==> config.mk <==
export PLATFORM = sky130hd
export DESIGN_NAME = i2s_fifo_ctrl_flat
export DESIGN_NICKNAME = d
export VERILOG_FILES = /design/src/rtl/i2s_fifo_ctrl_if.sv /design/src/rtl/i2s_fifo_ctrl.sv /design/src/flat_wrapper.sv
export SDC_FILE = /design/constraint.sdc
export NUM_CORES = 1
export LEC_CHECK = 0
export BUFFER_PORTS_ARGS = -buffer_cell sky130_fd_sc_hd__clkbuf_2
export CAP_MARGIN = 20
export CORE_MARGIN = 5
export CORE_UTILIZATION = 54
export CTS_CLUSTER_SIZE = 25
export DETAILED_ROUTE_END_ITERATION = 16
export GPL_ROUTABILITY_DRIVEN = 0
export PLACE_DENSITY = 0.76
export SYNTH_ARGS = -nofsm -noshare
export SYNTH_HDL_FRONTEND = slang
export SYNTH_SLANG_ARGS = --single-unit
==> constraint.sdc <==
create_clock -name clk -period 4.2 [get_ports clk]
set_clock_uncertainty 0.15 [all_clocks]
set_input_delay 0.84 -clock clk [delete_from_list [all_inputs] [get_ports clk]]
set_output_delay 0.84 -clock clk [all_outputs]
set_load 0.005 [all_outputs]
==> src/rtl/i2s_fifo_ctrl_if.sv <==
// Bus- and I2S-side signal bundle for i2s_fifo_ctrl.
// The master side is the bus host and I2S engine; the slave side is the controller.
interface i2s_fifo_ctrl_if #(
  parameter int AW = 3
);
  // Bus write path into the TX FIFO
  logic          tx_wr_en;
  logic [31:0]   tx_wdata;
  // Bus read path out of the RX FIFO
  logic          rx_rd_en;
  logic [31:0]   rx_rdata;
  // Control
  logic          tx_flush;
  logic          rx_flush;
  logic [AW:0]   tx_thresh;
  logic [AW:0]   rx_thresh;
  logic          tx_irq_en;
  logic          rx_irq_en;
  logic          err_irq_en;
  logic          err_clr;
  // Status
  logic [AW:0]   tx_level;
  logic [AW:0]   rx_level;
  logic          tx_full;
  logic          tx_empty;
  logic          rx_full;
  logic          rx_empty;
  logic          tx_wr_err;
  logic          rx_rd_err;
  logic          underrun_sts;
  logic          overrun_sts;
  logic          irq;
  // I2S stream side
  logic [31:0]   i2s_data_in;
  logic          i2s_data_in_valid;
  logic          i2s_data_in_ack;
  logic [31:0]   i2s_data_out;
  logic          i2s_data_out_valid;
  logic          i2s_data_out_ack;
  logic          i2s_tx_underrun;
  logic          i2s_rx_overrun;

  modport master (
    output tx_wr_en, tx_wdata, rx_rd_en, tx_flush, rx_flush,
    output tx_thresh, rx_thresh, tx_irq_en, rx_irq_en, err_irq_en, err_clr,
    output i2s_data_in_ack, i2s_data_out, i2s_data_out_valid,
    output i2s_tx_underrun, i2s_rx_overrun,
    input  rx_rdata, tx_level, rx_level, tx_full, tx_empty, rx_full, rx_empty,
    input  tx_wr_err, rx_rd_err, underrun_sts, overrun_sts, irq,
    input  i2s_data_in, i2s_data_in_valid, i2s_data_out_ack
  );

  modport slave (
    input  tx_wr_en, tx_wdata, rx_rd_en, tx_flush, rx_flush,
    input  tx_thresh, rx_thresh, tx_irq_en, rx_irq_en, err_irq_en, err_clr,
    input  i2s_data_in_ack, i2s_data_out, i2s_data_out_valid,
    input  i2s_tx_underrun, i2s_rx_overrun,
    output rx_rdata, tx_level, rx_level, tx_full, tx_empty, rx_full, rx_empty,
    output tx_wr_err, rx_rd_err, underrun_sts, overrun_sts, irq,
    output i2s_data_in, i2s_data_in_valid, i2s_data_out_ack
  );
endinterface

==> src/rtl/i2s_fifo_ctrl.sv <==
// TX/RX sample FIFOs between a register bus and an I2S serialiser, with
// sticky error flags and a registered level/error interrupt.
module i2s_fifo_ctrl #(
  parameter int DEPTH = 8,
  parameter int AW    = 3
) (
  input  logic             clk,
  input  logic             rst_n,
  i2s_fifo_ctrl_if.slave   bus
);

  localparam logic [AW:0] LVL_FULL = (AW+1)'(DEPTH);
  localparam logic [AW:0] LVL_ONE  = (AW+1)'(1);
  localparam logic [AW-1:0] PTR_ONE = AW'(1);

  // ---------------------------------------------------------------- TX FIFO
  logic [31:0]   tx_mem [DEPTH];
  logic [AW-1:0] tx_wr_ptr;
  logic [AW-1:0] tx_rd_ptr;
  logic [AW:0]   tx_level;
  logic [AW:0]   tx_level_nxt;
  logic          tx_full_q;
  logic          tx_empty_q;
  logic          tx_push;
  logic          tx_pop;

  assign tx_push = bus.tx_wr_en & ~tx_full_q;
  assign tx_pop  = bus.i2s_data_in_ack & ~tx_empty_q;

  always_comb begin
    // NOTE: default assignment first, so every path drives the signal and no latch is inferred.
    tx_level_nxt = tx_level;
    if (tx_push && !tx_pop)
      tx_level_nxt = tx_level + LVL_ONE;
    else if (tx_pop && !tx_push)
      tx_level_nxt = tx_level - LVL_ONE;
  end

  // NOTE: sequential state uses non-blocking assignments so every flop samples pre-edge values.
  always_ff @(posedge clk or negedge rst_n) begin
    if (!rst_n) begin
      tx_wr_ptr  <= '0;
      tx_rd_ptr  <= '0;
      tx_level   <= '0;
      tx_full_q  <= 1'b0;
      tx_empty_q <= 1'b1;
    end else if (bus.tx_flush) begin
      tx_wr_ptr  <= '0;
      tx_rd_ptr  <= '0;
      tx_level   <= '0;
      tx_full_q  <= 1'b0;
      tx_empty_q <= 1'b1;
    end else begin
      if (tx_push) tx_wr_ptr <= tx_wr_ptr + PTR_ONE;
      if (tx_pop)  tx_rd_ptr <= tx_rd_ptr + PTR_ONE;
      tx_level   <= tx_level_nxt;
      tx_full_q  <= (tx_level_nxt == LVL_FULL);
      tx_empty_q <= (tx_level_nxt == '0);
    end
  end

  // NOTE: storage arrays carry no reset; pointers and level alone decide which entries are live.
  always_ff @(posedge clk) begin
    if (tx_push && !bus.tx_flush)
      tx_mem[tx_wr_ptr] <= bus.tx_wdata;
  end

  assign bus.i2s_data_in       = tx_mem[tx_rd_ptr];
  assign bus.i2s_data_in_valid = ~tx_empty_q;
  assign bus.tx_level          = tx_level;
  assign bus.tx_full           = tx_full_q;
  assign bus.tx_empty          = tx_empty_q;

  // ---------------------------------------------------------------- RX FIFO
  logic [31:0]   rx_mem [DEPTH];
  logic [AW-1:0] rx_wr_ptr;
  logic [AW-1:0] rx_rd_ptr;
  logic [AW:0]   rx_level;
  logic [AW:0]   rx_level_nxt;
  logic          rx_full_q;
  logic          rx_empty_q;
  logic          rx_hold;
  logic          rx_push;
  logic          rx_pop;

  // A held valid after an accepted word is the same sample; wait for it to drop.
  assign rx_push = bus.i2s_data_out_valid & ~rx_full_q & ~rx_hold;
  assign rx_pop  = bus.rx_rd_en & ~rx_empty_q;

  always_comb begin
    rx_level_nxt = rx_level;
    if (rx_push && !rx_pop)
      rx_level_nxt = rx_level + LVL_ONE;
    else if (rx_pop && !rx_push)
      rx_level_nxt = rx_level - LVL_ONE;
  end

  always_ff @(posedge clk or negedge rst_n) begin
    if (!rst_n) begin
      rx_wr_ptr  <= '0;
      rx_rd_ptr  <= '0;
      rx_level   <= '0;
      rx_full_q  <= 1'b0;
      rx_empty_q <= 1'b1;
    end else if (bus.rx_flush) begin
      rx_wr_ptr  <= '0;
      rx_rd_ptr  <= '0;
      rx_level   <= '0;
      rx_full_q  <= 1'b0;
      rx_empty_q <= 1'b1;
    end else begin
      if (rx_push) rx_wr_ptr <= rx_wr_ptr + PTR_ONE;
      if (rx_pop)  rx_rd_ptr <= rx_rd_ptr + PTR_ONE;
      rx_level   <= rx_level_nxt;
      rx_full_q  <= (rx_level_nxt == LVL_FULL);
      rx_empty_q <= (rx_level_nxt == '0);
    end
  end

  always_ff @(posedge clk or negedge rst_n) begin
    if (!rst_n)
      rx_hold <= 1'b0;
    else if (rx_push)
      rx_hold <= 1'b1;
    else if (!bus.i2s_data_out_valid)
      rx_hold <= 1'b0;
  end

  always_ff @(posedge clk) begin
    if (rx_push && !bus.rx_flush)
      rx_mem[rx_wr_ptr] <= bus.i2s_data_out;
  end

  assign bus.i2s_data_out_ack = rx_push;
  assign bus.rx_rdata         = rx_empty_q ? 32'h0 : rx_mem[rx_rd_ptr];
  assign bus.rx_level         = rx_level;
  assign bus.rx_full          = rx_full_q;
  assign bus.rx_empty         = rx_empty_q;

  // ---------------------------------------------------------- sticky errors
  logic tx_wr_err_q;
  logic rx_rd_err_q;
  logic underrun_q;
  logic overrun_q;

  // A new error event in the same cycle as err_clr keeps the bit set.
  always_ff @(posedge clk or negedge rst_n) begin
    if (!rst_n) begin
      tx_wr_err_q <= 1'b0;
      rx_rd_err_q <= 1'b0;
      underrun_q  <= 1'b0;
      overrun_q   <= 1'b0;
    end else begin
      tx_wr_err_q <= (bus.tx_wr_en & tx_full_q)  | (tx_wr_err_q & ~bus.err_clr);
      rx_rd_err_q <= (bus.rx_rd_en & rx_empty_q) | (rx_rd_err_q & ~bus.err_clr);
      underrun_q  <= bus.i2s_tx_underrun          | (underrun_q  & ~bus.err_clr);
      overrun_q   <= bus.i2s_rx_overrun           | (overrun_q   & ~bus.err_clr);
    end
  end

  assign bus.tx_wr_err    = tx_wr_err_q;
  assign bus.rx_rd_err    = rx_rd_err_q;
  assign bus.underrun_sts = underrun_q;
  assign bus.overrun_sts  = overrun_q;

  // -------------------------------------------------------------- interrupt
  logic tx_req;
  logic rx_req;
  logic err_req;
  logic irq_q;

  assign tx_req  = bus.tx_irq_en & (tx_level <= bus.tx_thresh);
  assign rx_req  = bus.rx_irq_en & (rx_level >= bus.rx_thresh) & (bus.rx_thresh != '0);
  assign err_req = bus.err_irq_en & (tx_wr_err_q | rx_rd_err_q | underrun_q | overrun_q);

  always_ff @(posedge clk or negedge rst_n) begin
    if (!rst_n)
      irq_q <= 1'b0;
    else
      irq_q <= tx_req | rx_req | err_req;
  end

  assign bus.irq = irq_q;

endmodule

==> src/flat_wrapper.sv <==
// flat-port wrapper written by rule: the top's interface ports become plain ports
module i2s_fifo_ctrl_flat 
#(
  parameter int DEPTH = 8,
  parameter int AW    = 3
)
  (clk, rst_n, bus_tx_wr_en, bus_tx_wdata, bus_rx_rd_en, bus_tx_flush, bus_rx_flush, bus_tx_thresh, bus_rx_thresh, bus_tx_irq_en, bus_rx_irq_en, bus_err_irq_en, bus_err_clr, bus_i2s_data_in_ack, bus_i2s_data_out, bus_i2s_data_out_valid, bus_i2s_tx_underrun, bus_i2s_rx_overrun, bus_rx_rdata, bus_tx_level, bus_rx_level, bus_tx_full, bus_tx_empty, bus_rx_full, bus_rx_empty, bus_tx_wr_err, bus_rx_rd_err, bus_underrun_sts, bus_overrun_sts, bus_irq, bus_i2s_data_in, bus_i2s_data_in_valid, bus_i2s_data_out_ack);
  i2s_fifo_ctrl_if #(.AW(AW)) bus_i ();
  input  logic clk;
  input  logic rst_n;
  input wire logic [$bits(bus_i.tx_wr_en)-1:0] bus_tx_wr_en;
  input wire logic [$bits(bus_i.tx_wdata)-1:0] bus_tx_wdata;
  input wire logic [$bits(bus_i.rx_rd_en)-1:0] bus_rx_rd_en;
  input wire logic [$bits(bus_i.tx_flush)-1:0] bus_tx_flush;
  input wire logic [$bits(bus_i.rx_flush)-1:0] bus_rx_flush;
  input wire logic [$bits(bus_i.tx_thresh)-1:0] bus_tx_thresh;
  input wire logic [$bits(bus_i.rx_thresh)-1:0] bus_rx_thresh;
  input wire logic [$bits(bus_i.tx_irq_en)-1:0] bus_tx_irq_en;
  input wire logic [$bits(bus_i.rx_irq_en)-1:0] bus_rx_irq_en;
  input wire logic [$bits(bus_i.err_irq_en)-1:0] bus_err_irq_en;
  input wire logic [$bits(bus_i.err_clr)-1:0] bus_err_clr;
  input wire logic [$bits(bus_i.i2s_data_in_ack)-1:0] bus_i2s_data_in_ack;
  input wire logic [$bits(bus_i.i2s_data_out)-1:0] bus_i2s_data_out;
  input wire logic [$bits(bus_i.i2s_data_out_valid)-1:0] bus_i2s_data_out_valid;
  input wire logic [$bits(bus_i.i2s_tx_underrun)-1:0] bus_i2s_tx_underrun;
  input wire logic [$bits(bus_i.i2s_rx_overrun)-1:0] bus_i2s_rx_overrun;
  output wire logic [$bits(bus_i.rx_rdata)-1:0] bus_rx_rdata;
  output wire logic [$bits(bus_i.tx_level)-1:0] bus_tx_level;
  output wire logic [$bits(bus_i.rx_level)-1:0] bus_rx_level;
  output wire logic [$bits(bus_i.tx_full)-1:0] bus_tx_full;
  output wire logic [$bits(bus_i.tx_empty)-1:0] bus_tx_empty;
  output wire logic [$bits(bus_i.rx_full)-1:0] bus_rx_full;
  output wire logic [$bits(bus_i.rx_empty)-1:0] bus_rx_empty;
  output wire logic [$bits(bus_i.tx_wr_err)-1:0] bus_tx_wr_err;
  output wire logic [$bits(bus_i.rx_rd_err)-1:0] bus_rx_rd_err;
  output wire logic [$bits(bus_i.underrun_sts)-1:0] bus_underrun_sts;
  output wire logic [$bits(bus_i.overrun_sts)-1:0] bus_overrun_sts;
  output wire logic [$bits(bus_i.irq)-1:0] bus_irq;
  output wire logic [$bits(bus_i.i2s_data_in)-1:0] bus_i2s_data_in;
  output wire logic [$bits(bus_i.i2s_data_in_valid)-1:0] bus_i2s_data_in_valid;
  output wire logic [$bits(bus_i.i2s_data_out_ack)-1:0] bus_i2s_data_out_ack;
  assign bus_i.tx_wr_en = bus_tx_wr_en;
  assign bus_i.tx_wdata = bus_tx_wdata;
  assign bus_i.rx_rd_en = bus_rx_rd_en;
  assign bus_i.tx_flush = bus_tx_flush;
  assign bus_i.rx_flush = bus_rx_flush;
  assign bus_i.tx_thresh = bus_tx_thresh;
  assign bus_i.rx_thresh = bus_rx_thresh;
  assign bus_i.tx_irq_en = bus_tx_irq_en;
  assign bus_i.rx_irq_en = bus_rx_irq_en;
  assign bus_i.err_irq_en = bus_err_irq_en;
  assign bus_i.err_clr = bus_err_clr;
  assign bus_i.i2s_data_in_ack = bus_i2s_data_in_ack;
  assign bus_i.i2s_data_out = bus_i2s_data_out;
  assign bus_i.i2s_data_out_valid = bus_i2s_data_out_valid;
  assign bus_i.i2s_tx_underrun = bus_i2s_tx_underrun;
  assign bus_i.i2s_rx_overrun = bus_i2s_rx_overrun;
  assign bus_rx_rdata = bus_i.rx_rdata;
  assign bus_tx_level = bus_i.tx_level;
  assign bus_rx_level = bus_i.rx_level;
  assign bus_tx_full = bus_i.tx_full;
  assign bus_tx_empty = bus_i.tx_empty;
  assign bus_rx_full = bus_i.rx_full;
  assign bus_rx_empty = bus_i.rx_empty;
  assign bus_tx_wr_err = bus_i.tx_wr_err;
  assign bus_rx_rd_err = bus_i.rx_rd_err;
  assign bus_underrun_sts = bus_i.underrun_sts;
  assign bus_overrun_sts = bus_i.overrun_sts;
  assign bus_irq = bus_i.irq;
  assign bus_i2s_data_in = bus_i.i2s_data_in;
  assign bus_i2s_data_in_valid = bus_i.i2s_data_in_valid;
  assign bus_i2s_data_out_ack = bus_i.i2s_data_out_ack;
  i2s_fifo_ctrl #(.DEPTH(DEPTH), .AW(AW)) u_core (.clk(clk), .rst_n(rst_n), .bus(bus_i));
endmodule
==> metrics.md <==
| Metric | Value |
|---|---|
| Outcome | `finished clean` |
| CP cell instances | `buf_4 -> mux4_2 -> mux2_2 -> clkbuf_2` |
| Hold Crit Class | `input port to async pin` |
| Chip width | `208 um` |
| Post-synth EDFFs | `512` |
| Initial antenna violation count | `3` |
| Non-Filler Instances | `1749` |
| Vias in the first global route | `10900` |
| Detailed placer's ending HPWL | `24000 um` |
| Seq/Total Area, Yosys | `76.2%` |
| Syn Nets | `1083` |
| Routed wire per std cell | `23.9 um` |
| Crit path depth | `4` |
| Reg-to-reg endpoint | `u_core.rx_mem[4][13]$_DFFE_PP_` |
| Reg2Reg Setup Slack | `1410 ps` |
| Period utilisation layout | `88.0%` |
| Minimum clock period | `3700 ps` |
| Inst Count DP | `1652` |
| Worst ir drop on vdd | `0.407 mV` |
| Slew @ Worst Pin | `912 ps` |
| Hold_buf cts | `0` |
| Routed Antenna Nets | `0` |
| Synth warn | `0` |
| Fmax | `271 MHz` |
| Clk Latency, worst-skew pair | `590 ps` |
| Yosys cell types | `52` |
| Critical Path End Type | `output pin` |
| Die height | `208 um` |
| Unrepaired setup endpoints after global routing | `false` |
| FF+latch area | `16100 um2` |
| Post_cts resized | `0` |
| Setup Total Neg Slack | `0 ps` |
| Slowest stage cell on the critical path | `dfrtp_4` |
| P&R area growth vs syn | `15.7%` |
| Largest net degree at the start of global routing | `38` |
| Asr flop ratio synth | `5.54%` |
| WP data arrival | `2710 ps` |
| H-Tree Depth | `2` |
| Type of the worst setup path | `flip-flop to output pin` |
| Rel. slew slack | `39.2%` |
| Type of origin of the critical path | `flip-flop` |
| Setup bufs post-CTS | `0` |
| Syn Inst Count | `981` |
| Post-synth top flop | `edfxtp_1` |
| Synth top cells by count | `edfxtp_1 (512), mux4_2 (128), nor2_1 (64)` |
| Layout Utilization | `63.2%` |
| Share of cells above drive strength 1 | `38.2%` |
| Vias | `10200` |
| Drt total wl | `41800 um` |
| Setup crit start | `u_core.tx_rd_ptr[0]$_DFFE_PN0P_` |
| Die ar. | `43300 um2` |
| CTS root buf | `clkbuf_16` |
| Total gr overflow | `0` |
| CP Data Required Time | `3210 ps` |
| Slew Limit Fails | `0` |
| Crit path to | `bus_i2s_data_in[0]` |
| Cell Area, Synth | `21200 um2` |
| IO Pins | `169` |
| Global-route usage over all layers | `19.3%` |
| Power per cell area | `511 nW/um2` |
| Crit path max fanout | `28` |
| First-pass GRT wire length | `64700 um` |
| Final hold violations | `0` |
| Rows | `72` |
| Filler Cell Count | `2581` |
| DRC Markers | `0` |
| Yosys top cell area share | `72.6%` |
| Multi-input gate area | `4890 um2` |
| Worst flop-to-flop path startpoint | `u_core.bus.rx_full$_DFF_PN0_` |
| Worst Path Buf+Inv | `2` |
| Max-capacitance violation count | `0` |
| Final #Nets | `1291` |
| CP delay by family, top | `multiplexers` |
| CTS tree | `done` |
| DRT Pass-1 Iters | `5` |
| Clock Path Buffers | `3` |
| Vias/cell | `5.80` |
| TritonCTS buffer count | `53` |
| Synth Register Bits | `542` |
| Yosys top cell by area | `edfxtp_1` |
| Mapped Avg Cell Area | `21.6 um2` |
| Worst-path clk slew | `60 ps` |
| Core Area | `38700 um2` |
| Final setup viols | `0` |
| IO Port Bufs | `168` |
| Leak pwr | `8.09 nW` |
| Clock Sinks | `542` |
| Synth top area cells | `edfxtp_1 (73%), mux4_2 (14%), dfrtp_1 (3.3%)` |
| Initial Utilization | `54.6%` |
| First DRT Iteration DRCs | `609` |
| Most common cell in the netlist | `edfxtp_1` |
| R2R cell count | `4` |
| Critical Path Max Stage Delay | `790 ps` |
[placed cells by master (no fill, tap or decap), drive strengths merged, types with 5 or more instances in the layout]
| cell type | count |
|---|---|
| a21oi | 9 |
| buf | 30 |
| clkbuf | 229 |
| clkinv | 27 |
| dfrtp | 28 |
| edfxtp | 512 |
| ha | 16 |
| inv | 18 |
| mux2 | 34 |
| mux2i | 33 |
| mux4 | 128 |
| nand2 | 18 |
| nand2b | 8 |
| nor2 | 66 |
| nor2b | 5 |
| nor3 | 12 |
| xnor2 | 8 |
| xor2 | 5 |
[worst register-to-register path, stage by stage, from the launching register on]
cell	delay, ps
dfrtp_1	390
or3b_1	620
or3_2	630
nor2_4	130
buf_4	480
[area by class of cell]
class                   count  area share, %
flip-flops and latches    542           65.9
inverters                  16          0.296
diodes                      2         0.0204
clock inverters            34           1.05
well taps                 518           2.65
clock buffers              61           5.54
repair buffers            198           4.56
multi-input cells         378           20.0
[power by group]
part	internal [mW]	total [mW]	switching, mW
logic	0.962	1.81	0.844
clock network	2.50	4.40	1.91
registers	6.06	6.29	0.232
total	9.52	12.5	2.98
[layer usage]
metal / track usage [%] / share of wire, % / vias up / routed length (um)
met2: 33.4 / 53 / 329 / 22100
li1: - / - / 4428 / -
met5: 0 / 0.081 / - / 34
met3: 4.23 / 6.5 / 58 / 2730
met4: 4.87 / 1.6 / 4 / 675
met1: 25.4 / 39 / 5332 / 16300
[worst min path at each step]
| stage | depth (start not counted) | slack (ps) | to | from |
|---|---|---|---|---|
| 5_1_grt | 1 | 220 | u_core.bus.rx_level[2]$_DFF_PN0_ | rst_n |
| 3_5_place_dp | 1 | 340 | u_core.rx_hold$_DFFE_PN0P_ | u_core.bus.rx_full$_DFF_PN0_ |
| 4_1_cts | 1 | 150 | u_core.bus.rx_full$_DFF_PN0_ | rst_n |
| 2_1_floorplan | 1 | 320 | u_core.rx_hold$_DFFE_PN0P_ | u_core.bus.rx_full$_DFF_PN0_ |
| 6_report | 1 | 170 | u_core.bus.rx_full$_DFF_PN0_ | rst_n |
| 3_3_place_gp | 1 | 320 | u_core.rx_hold$_DFFE_PN0P_ | u_core.bus.rx_full$_DFF_PN0_ |
[sequential cells by signal, indices dropped and copies added, names as in the netlist, 3 cells and up]
| register | cells |
|---|---|
| u_core.bus.rx_level | 4 |
| u_core.rx_mem | 256 |
| u_core.tx_rd_ptr | 3 |
| u_core.rx_rd_ptr | 3 |
| u_core.tx_mem | 256 |
| u_core.tx_wr_ptr | 3 |
| u_core.rx_wr_ptr | 3 |
| u_core.bus.tx_level | 4 |
[metrics by stage]
step	instance area, um2	total power [mW]	worst slack [ps]	hold slack (ps)
finish	24500	12.5	504	166
global route	24500	13.0	305	217
CTS	24500	12.7	384	152
detailed placement	22900	8.23	865	337
global placement	22900	8.19	905	317
floorplan	21200	7.55	54.5	320
[cells by family after synthesis]
group | Yosys count | share of synthesized area (%)
buffers and inverters | 61 | 1.28
AO/OA/AOI/OAI | 31 | 1.12
adder cells (fa/ha/maj) | 16 | 0.946
XOR/XNOR | 13 | 0.538
multiplexers | 195 | 17.0
flip-flops | 542 | 76.2
AND/OR/NAND/NOR | 123 | 2.91
Note: power is estimated with default switching activity, not from simulation.
